[src/rtl/rv_pkg.sv]
// rtl/rv_pkg.sv - shared RV fetch types, opcode constants and buffer depth
//
// Purpose: opcode constants, fetch FSM state enum and fetch buffer entry
//          struct shared by instruction_fetch and fetch_buffer.
// Config : FETCH_BUFFER_EN defined -> 2-entry fetch FIFO,
//          undefined -> 1-entry holding register.
package rv_pkg;

  localparam logic [6:0]  OP_LUI    = 7'b0110111;
  localparam logic [6:0]  OP_AUIPC  = 7'b0010111;
  localparam logic [6:0]  OP_JAL    = 7'b1101111;
  localparam logic [6:0]  OP_JALR   = 7'b1100111;
  localparam logic [6:0]  OP_BRANCH = 7'b1100011;
  localparam logic [6:0]  OP_OPIMM  = 7'b0010011;
  // addi x0, x0, 0
  localparam logic [31:0] OP_NOP    = 32'h0000_0013;

`ifdef FETCH_BUFFER_EN
  localparam int FETCH_DEPTH = 2;
`else
  localparam int FETCH_DEPTH = 1;
`endif

  typedef enum logic [1:0] {
    IDLE = 2'd0,
    REQ  = 2'd1,
    WAIT = 2'd2,
    FULL = 2'd3
  } fetch_state_t;

  typedef struct packed {
    logic [31:0] pc;
    logic [31:0] instruction;
  } fetch_entry_t;

  // Word step with natural 32-bit wrap.
  function automatic logic [31:0] pc_plus4(input logic [31:0] a);
    return a + 32'd4;
  endfunction

endpackage

[src/rtl/fetch_buffer.sv]
// rtl/fetch_buffer.sv - small {pc, instruction} FIFO between fetch and decode
//
// Purpose: holds fetched entries; DEPTH is 1 or 2.
// Ports  : clk, rst      - clock, synchronous active-high reset
//          flush         - drop all entries (redirect)
//          push, push_entry - write one entry
//          pop           - remove head entry
//          head          - current head entry (valid when !empty)
//          full, empty, count - occupancy
module fetch_buffer
  import rv_pkg::*;
#(
  parameter int DEPTH = 1
) (
  input  logic         clk,
  input  logic         rst,
  input  logic         flush,
  input  logic         push,
  input  fetch_entry_t push_entry,
  input  logic         pop,
  output fetch_entry_t head,
  output logic         full,
  output logic         empty,
  output logic [1:0]   count
);

  localparam logic [1:0] DEPTH_C = 2'(DEPTH);

  // Two slots are always declared; the 1-entry build only ever uses slot 0.
  fetch_entry_t r_mem [0:1];
  logic         r_wr_ptr;
  logic         r_rd_ptr;
  logic [1:0]   r_count;
  logic         w_do_push;
  logic         w_do_pop;

  assign empty = (r_count == 2'd0);
  assign full  = (r_count == DEPTH_C);
  assign count = r_count;
  assign head  = r_mem[r_rd_ptr];

  // A push into a full buffer is legal when the head leaves in the same cycle.
  assign w_do_pop  = pop && !empty;
  assign w_do_push = push && (!full || w_do_pop);

  function automatic logic next_ptr(input logic p);
    return (DEPTH == 1) ? 1'b0 : ~p;
  endfunction

  always_ff @(posedge clk) begin
    if (w_do_push) begin
      r_mem[r_wr_ptr] <= push_entry;
    end
  end

  always_ff @(posedge clk) begin
    if (rst || flush) begin
      r_wr_ptr <= 1'b0;
      r_rd_ptr <= 1'b0;
      r_count  <= 2'd0;
    end else begin
      if (w_do_push) begin
        r_wr_ptr <= next_ptr(r_wr_ptr);
      end
      if (w_do_pop) begin
        r_rd_ptr <= next_ptr(r_rd_ptr);
      end
      r_count <= r_count + {1'b0, w_do_push} - {1'b0, w_do_pop};
    end
  end

endmodule

[src/rtl/instruction_fetch.sv]
// rtl/instruction_fetch.sv - RV instruction fetch unit with redirect support
//
// Purpose: issues word fetches to instruction memory (one outstanding at a
//          time), buffers {pc, instruction} and presents them to the datapath.
// Config : FETCH_BUFFER_EN selects a 2-entry buffer (default: 1 entry).
// Ports  : clk, rst                         - clock, sync active-high reset
//          imem_req_valid/ready/addr        - fetch request handshake
//          imem_rsp_valid/data              - fetch response
//          instr_valid/ready, instruction   - instruction handshake
//          pc, pcNext                       - presented pc and pc + 4
//          redirect_valid/target            - taken jump/branch
module instruction_fetch
  import rv_pkg::*;
#(
  parameter logic [31:0] RESET_PC = 32'h0000_0000
) (
  input  logic        clk,
  input  logic        rst,
  output logic        imem_req_valid,
  input  logic        imem_req_ready,
  output logic [31:0] imem_req_addr,
  input  logic        imem_rsp_valid,
  input  logic [31:0] imem_rsp_data,
  output logic        instr_valid,
  input  logic        instr_ready,
  output logic [31:0] instruction,
  output logic [31:0] pc,
  output logic [31:0] pcNext,
  input  logic        redirect_valid,
  input  logic [31:0] redirect_target
);

  fetch_state_t r_state;
  logic [31:0]  r_fpc;
  logic         r_outstanding;
  logic         r_discard;

  logic         w_req_fire;
  logic         w_rsp_take;
  logic         w_push;
  logic         w_pop;
  logic         w_still_out;
  logic         w_space_after;
  logic         w_full;
  logic         w_empty;
  logic [1:0]   w_count;
  fetch_entry_t w_head;
  fetch_entry_t w_push_entry;
  logic [1:0]   w_unused_tgt_lsbs;

  assign w_unused_tgt_lsbs = redirect_target[1:0];

  assign imem_req_valid = (r_state == REQ);
  assign imem_req_addr  = r_fpc;

  assign w_req_fire = (r_state == REQ) && imem_req_ready;
  // Responses only count while a request is actually in flight.
  assign w_rsp_take = imem_rsp_valid && r_outstanding;
  assign w_pop      = !w_empty && instr_ready && !redirect_valid;
  assign w_push     = w_rsp_take && !r_discard && !redirect_valid;

  // The request in flight carries pc = fpc - 4 (fpc advanced on acceptance).
  assign w_push_entry.pc          = r_fpc - 32'd4;
  assign w_push_entry.instruction = imem_rsp_data;

  // On redirect: is a response still owed by memory after this edge?
  assign w_still_out = (r_outstanding && !imem_rsp_valid) || w_req_fire;

  // Occupancy after this cycle's push and pop, compared against depth.
  assign w_space_after =
    (({1'b0, w_count} + 3'd1) - {2'b00, w_pop}) < 3'(FETCH_DEPTH);

  always_ff @(posedge clk) begin
    if (rst) begin
      r_state       <= IDLE;
      r_fpc         <= RESET_PC;
      r_outstanding <= 1'b0;
      r_discard     <= 1'b0;
    end else if (redirect_valid) begin
      r_fpc <= {redirect_target[31:2], 2'b00};
      if (w_still_out) begin
        r_state       <= WAIT;
        r_outstanding <= 1'b1;
        r_discard     <= 1'b1;
      end else begin
        r_state       <= REQ;
        r_outstanding <= 1'b0;
        r_discard     <= 1'b0;
      end
    end else begin
      case (r_state)
        IDLE: r_state <= REQ;
        REQ: begin
          if (imem_req_ready) begin
            r_fpc         <= pc_plus4(r_fpc);
            r_outstanding <= 1'b1;
            r_state       <= WAIT;
          end
        end
        WAIT: begin
          if (w_rsp_take) begin
            r_outstanding <= 1'b0;
            if (r_discard) begin
              // Buffer was flushed by the redirect, so room is guaranteed.
              r_discard <= 1'b0;
              r_state   <= REQ;
            end else if (w_space_after) begin
              r_state <= REQ;
            end else begin
              r_state <= FULL;
            end
          end
        end
        FULL: begin
          if (w_pop) begin
            r_state <= REQ;
          end
        end
        default: r_state <= IDLE;
      endcase
    end
  end

  fetch_buffer #(
    .DEPTH (FETCH_DEPTH)
  ) u_fetch_buffer (
    .clk        (clk),
    .rst        (rst),
    .flush      (redirect_valid),
    .push       (w_push),
    .push_entry (w_push_entry),
    .pop        (w_pop),
    .head       (w_head),
    .full       (w_full),
    .empty      (w_empty),
    .count      (w_count)
  );

  // An empty buffer presents a NOP at RESET_PC so the outputs are never X.
  assign instr_valid = !w_empty;
  assign instruction = w_empty ? OP_NOP : w_head.instruction;
  assign pc          = w_empty ? RESET_PC : w_head.pc;
  assign pcNext      = pc_plus4(pc);

endmodule

[config.mk]
export PLATFORM = sky130hd
export DESIGN_NAME = instruction_fetch
export DESIGN_NICKNAME = d
export VERILOG_FILES = /design/src/rtl/rv_pkg.sv /design/src/rtl/fetch_buffer.sv /design/src/rtl/instruction_fetch.sv
export SDC_FILE = /design/constraint.sdc
export NUM_CORES = 1
export LEC_CHECK = 0
export ABC_AREA = 1
export CAP_MARGIN = 20
export CORE_MARGIN = 8
export CORE_UTILIZATION = 35
export DETAILED_ROUTE_END_ITERATION = 10
export HOLD_SLACK_MARGIN = 0.12
export PLACE_DENSITY = 0.63
export SYNTH_ARGS = -nofsm -noshare
export SYNTH_HDL_FRONTEND = slang
export SYNTH_HIERARCHICAL = 1
export SYNTH_SLANG_ARGS = --single-unit
[constraint.sdc]
create_clock -name clk -period 8.2 [get_ports clk]
set_clock_uncertainty 0.15 [all_clocks]
set_input_delay 1.23 -clock clk [delete_from_list [all_inputs] [get_ports clk]]
set_output_delay 1.23 -clock clk [all_outputs]
set_load 0.01 [all_outputs]
**Word-level counts from Yosys, hierarchy flattened**

Memory sizes are Yosys's and may differ from the RTL's.
Index checks and enable logic that the tools add are counted.

- Add/sub/neg operators: 7
- $lt $le $gt $ge: 1
- Eq/ne operators: 7
- Multiplexer cells: 22
- Reduce and logical (&&, ||, !) cells: 30

Operator list:

| kind | count |
|---|---|
| $mux W32 | 5 |
| $add A32 B3 Y32 const B | 2 |
| $sub A32 B3 Y32 const B | 1 |
| $mux W2 | 7 |
| $logic_and A1 B1 Y1 | 9 |
| $mux W1 | 8 |
| $pmux W2 S4 | 1 |
| $reduce_bool A2 Y1 | 4 |
| $reduce_and A2 Y1 | 3 |
| $reduce_and A3 Y1 | 2 |
| $logic_not A1 Y1 | 5 |
| $eq A2 B1 Y1 const B | 2 |
| $eq A2 B2 Y1 const B | 2 |
| $logic_not A2 Y1 | 2 |
| $add A2 B1 Y3 const B | 1 |
| $logic_or A1 B1 Y1 | 3 |
| $lt A3 B1 Y1 const B | 1 |
| $ne A3 B1 Y1 const B | 1 |
| $ne A3 B2 Y1 const B | 1 |
| $ne A3 B3 Y1 const B | 1 |
| $reduce_bool A3 Y1 | 1 |
| $sub A3 B1 Y3 | 1 |
| $add A2 B1 Y2 | 1 |
| $pmux W1 S2 | 1 |
| other kinds (2) | 2 |

- Register bits: 38
- Bits in writable memories: 128
- Bits of input ports: 70
- Output and inout port bits: 130
- Word-level logic and storage cells: 74
- Memories: 1

Memories:

| memory | depth | bits a word | rd ports | clocked after Yosys merged registers in | write ports | line | source |
|---|---|---|---|---|---|---|---|
| u_fetch_buffer.r_mem | 2 | 64 | 1 | 0 | 1 | fetch_buffer.sv:30 | `fetch_entry_t r_mem [0:1];` |

**Longest topological paths before layout**

- Depth in word-level cells: 11
- Mapped depth: 14

**Modules after synthesis**

Netlist, hierarchy kept.

Modules (own cells, without submodules):

| module | times used | cells an instance | area an instance (sq um) | seq. area each (sq um) |
|---|---|---|---|---|
| instruction_fetch | 1 | 807 | 4461.8 | 680.7 |
| fetch_buffer | 1 | 93 | 2104.5 | 1961.9 |

**Least setup slack after synthesis**

Ideal clock, no wire load.

- Path kind: input -> register
- Start: in redirect_valid
- End: mem u_fetch_buffer/r_mem[0][0] (netlist bit) (enable)
- Arrival: 3.208 ns
- Required time: 7.632 ns
- Path slack: 4.424 ns
- Stages on the path: 5
- Buffers on the path: 2
- Path through: buf_2 -> buf_1 -> nor3_1 -> o21ai_2 -> inv_1

- Elaborated cells between the ends (all ways): 8
- Those cells by class: 2 x mux; 6 x reduce/logical

RTL lines:

| element | line | source |
|---|---|---|
| from (decl) | instruction_fetch.sv:29 | `input logic redirect_valid,` |
| $logic_not A1 Y1 | instruction_fetch.sv:60 | `assign w_push = w_rsp_take && !r_discard && !redirect_valid;` |
| $logic_and A1 B1 Y1 | instruction_fetch.sv:60 |  |
| via w_push | instruction_fetch.sv:40 | `logic w_push;` |
| $logic_and A1 B1 Y1 | fetch_buffer.sv:44 | `assign w_do_push = push && (!full \|\| w_do_pop);` |
| via u_fetch_buffer.w_do_push | fetch_buffer.sv:34 | `logic w_do_push;` |
| $mux W1 | fetch_buffer.sv:51 | `if (w_do_push) begin` |
| $mux W1 (implied by the code) | fetch_buffer.sv:52 | `r_mem[r_wr_ptr] <= push_entry;` |
| to (decl) | fetch_buffer.sv:30 |  |

The timed path passes the listed nets, and every way through them passes these cells.

**Final worst setup path**

- Start: reg u_fetch_buffer.r_count[0] (netlist: u_fetch_buffer/count[0])
- End: out pcNext[20]

- Word-level cells in the longest chain between the ends: 3

RTL lines:

| element | line | source |
|---|---|---|
| from (decl) | fetch_buffer.sv:33 | `logic [1:0] r_count;` |
| from (signal assigned) | fetch_buffer.sv:68 | `r_count <= r_count + {1'b0, w_do_push} - {1'b0, w_do_pop};` |
| $logic_not A2 Y1 | fetch_buffer.sv:37 | `assign empty = (r_count == 2'd0);` |
| via w_empty | instruction_fetch.sv:45 | `logic w_empty;` |
| $mux W32 | instruction_fetch.sv:142 | `assign pc = w_empty ? RESET_PC : w_head.pc;` |
| $add A32 B3 Y32 | rv_pkg.sv:38 | `return a + 32'd4;` |
| to (decl) | instruction_fetch.sv:28 | `output logic [31:0] pcNext,` |

The timed path passes the listed nets, and every way through them passes these cells.

==> out/metrics.yaml <==
layout:
  diodes: 0
  area_delta_synth_final_pct: 37.3
  fin_util_pct: 48.5
  final_nets: 1158
  drive_above_1_share_pct: 7.29
  stdcell_area_um2: 9010
timing:
  fin_crit_ps: 4940
  whs_ps: 374
  worst_pin_slew_ps: 1000
  rsz0062_at_grt: "false"
  maxSlewViolCount: 0
  finalCritPeriodShare_pct: 60.3
  setup_viol: 0
  slew-limit-headroom_pct: 33.1
  tns_ps: 0
  final_hold_viol_count: 0
  fmax_mhz: 202
clock_tree:
  cts_tree: "yes"
  cts.clk_slew.worst_paths_ps: 70
  post_cts_buffers: 0
  clk_latency_ps: 360
  cts_inserted_buffers: 9
  cts.root.buffer_cell: "clkbuf_16"
  htree_levels: 3
  postCtsHoldBufs: 0
  clock_path_buffers: 2
  post_cts_resize_count: 0
  cts_sinks: 100
setup_path:
  worstPathRequired_ps: 6820
  cp.arrival_ps: 3560
  crit_slowest_cell: "clkdlybuf4s50_1"
  critPathLaunchType: "flop"
  end_kind: "output port"
  r2r_cells: 12
  cp_max_fo: 57
  worstSetupPathType: "flop to output port"
  crit_path_cell_trace: "nor2_4, buf_4, nor2_1, ha_1, nand2_1, nor2_1, nand3_1, nor2_2, nand3_1, xor2_1, clkdlybuf4s50_1"
  regToRegSetupSlack_ps: 5190
  critPathMaxStageDelay_ps: 600
global_routing:
  grt.total_usage_pct: 17.7
  antenna_found_initial: 0
  grt_max_degree: 65
  grt_pass1_wl_um: 32900
  grt_pass1_vias: 6011
  grt.overflow.total: 0
route:
  vias_per_cell: 4.76
  postRouteAntennaNets: 0
  vias: 6270
  drc_errors: 0
  postRouteWirelength_um: 20800
  drt_iter0_markers: 484
  avgRoutedWirePerCell_um: 15.8
  first_pass_iters: 5
pwr:
  ir_drop_mv: 0.0990
  leakage_nw: 3.55
  p_per_area_nw_per_um2: 145
  p_int_mw: 0.965
  finalPower_mw: 1.31
  power.net_switching_mw: 0.345
  seq_power_share_pct: 45.5
  p_clk_share_pct: 38.0
  netSwitchingFraction_pct: 26.3
  p_comb_share_pct: 16.4
worst_hold_path:
  worst_hold_path_type: "flop to flop"
  hold_depth: 2
placed_design:
  placed_area_um2: 8670
  hpwl_um: 16700
  gp_congestion: 0.897
  io_buffers: 195
synthesis:
  netlist_instances: 899
  syn_area_per_cell_um2: 7.30
  netlist_area_um2: 6560
  ys.warnings.count: 6
floorplanning:
  num_io_pins: 200
  die_h_um: 153
  core-area_um2: 18600
  die_area_um2: 23400
  die_w_um: 153
  start_util_pct: 35.3
  placementRows: 50
status:
  status: "completed"
flow_run:
  drv_cap: 0
==> layer usage <==
layer | share of wire [%] | up-vias | wire length (um) | global-route usage (%)
met1 | 45 | 2815 | 9420 | 22.3
met2 | 45 | 253 | 9320 | 28.8
met3 | 7.6 | 26 | 1590 | 4.62
li1 | - | 3176 | - | -
met4 | 2.3 | 0 | 469 | 6.50
met5 | 0 | - | 0 | 0
==> registers in the layout (all words and copies together) (netlist names) <==
register / cells
u_fetch_buffer/r_mem: 64
r_outstanding: 1
r_state: 2
r_discard: 1
imem_req_addr: 30
u_fetch_buffer/count: 2
==> stage by stage <==
step	cells	setup WS (ps)
after floorplan	902	4420
after global placement	1302	3600
after detailed placement	1302	3570
after CTS	1318	3150
after global routing	1318	2940
final	1318	3260
==> layout by cell type, fill, tap and decap left out, types with 2 or more instances in the layout <==
master / instances
nor4_1: 2
xor2_1: 38
nand4_1: 11
nand2_2: 4
edfxtp_1: 64
or2_2: 5
inv_2: 6
buf_4: 5
a21oi_1: 29
nor2_1: 127
a31oi_1: 13
clkdlybuf4s50_1: 195
or3_1: 2
nor3_2: 5
xnor2_1: 12
nor3b_1: 2
clkbuf_16: 9
nand3_1: 58
inv_1: 138
nor2_2: 17
ha_1: 9
nor3_1: 10
nor2_4: 16
o21ai_0: 29
nand2_1: 217
bufinv_16: 3
conb_1: 4
dfxtp_1: 36
==> worst max-delay path: cells and delay by family (launching register included) <==
| family | cells | cell delay, ps |
|---|---|---|
| flip-flops | 1 | 460 |
| AND/OR/NAND/NOR | 7 | 1330 |
| XOR/XNOR | 1 | 210 |
| buffers and inverters | 2 | 950 |
| adder cells (fa/ha/maj) | 1 | 240 |
==> power by group through the flow <==
stage	Clock (mW)	Sequential (mW)	Combinational (mW)
after floorplan	0	0.598	0.127
after global placement	0	0.606	0.215
after detailed placement	0	0.607	0.217
after CTS	0.509	0.595	0.218
after global routing	0.525	0.601	0.241
final	0.498	0.596	0.215
==> layout make-up <==
cell class,count,area (um2)
clock buffers,10,229
repair buffers,200,1990
well taps,234,293
fillers,1869,9570
multi-input cells,624,3200
flip-flops and latches,100,2640
inverters,144,541
clock inverters,6,111
==> worst paths after layout <==
kind / from / to
max: u_fetch_buffer/count[0] / pcNext[20]
min reg2reg: imem_req_addr[2] / imem_req_addr[2]
min: imem_req_addr[2] / imem_req_addr[2]
max reg2reg: u_fetch_buffer/count[0] / r_state[1]
Power figures use the tool's default switching activity.
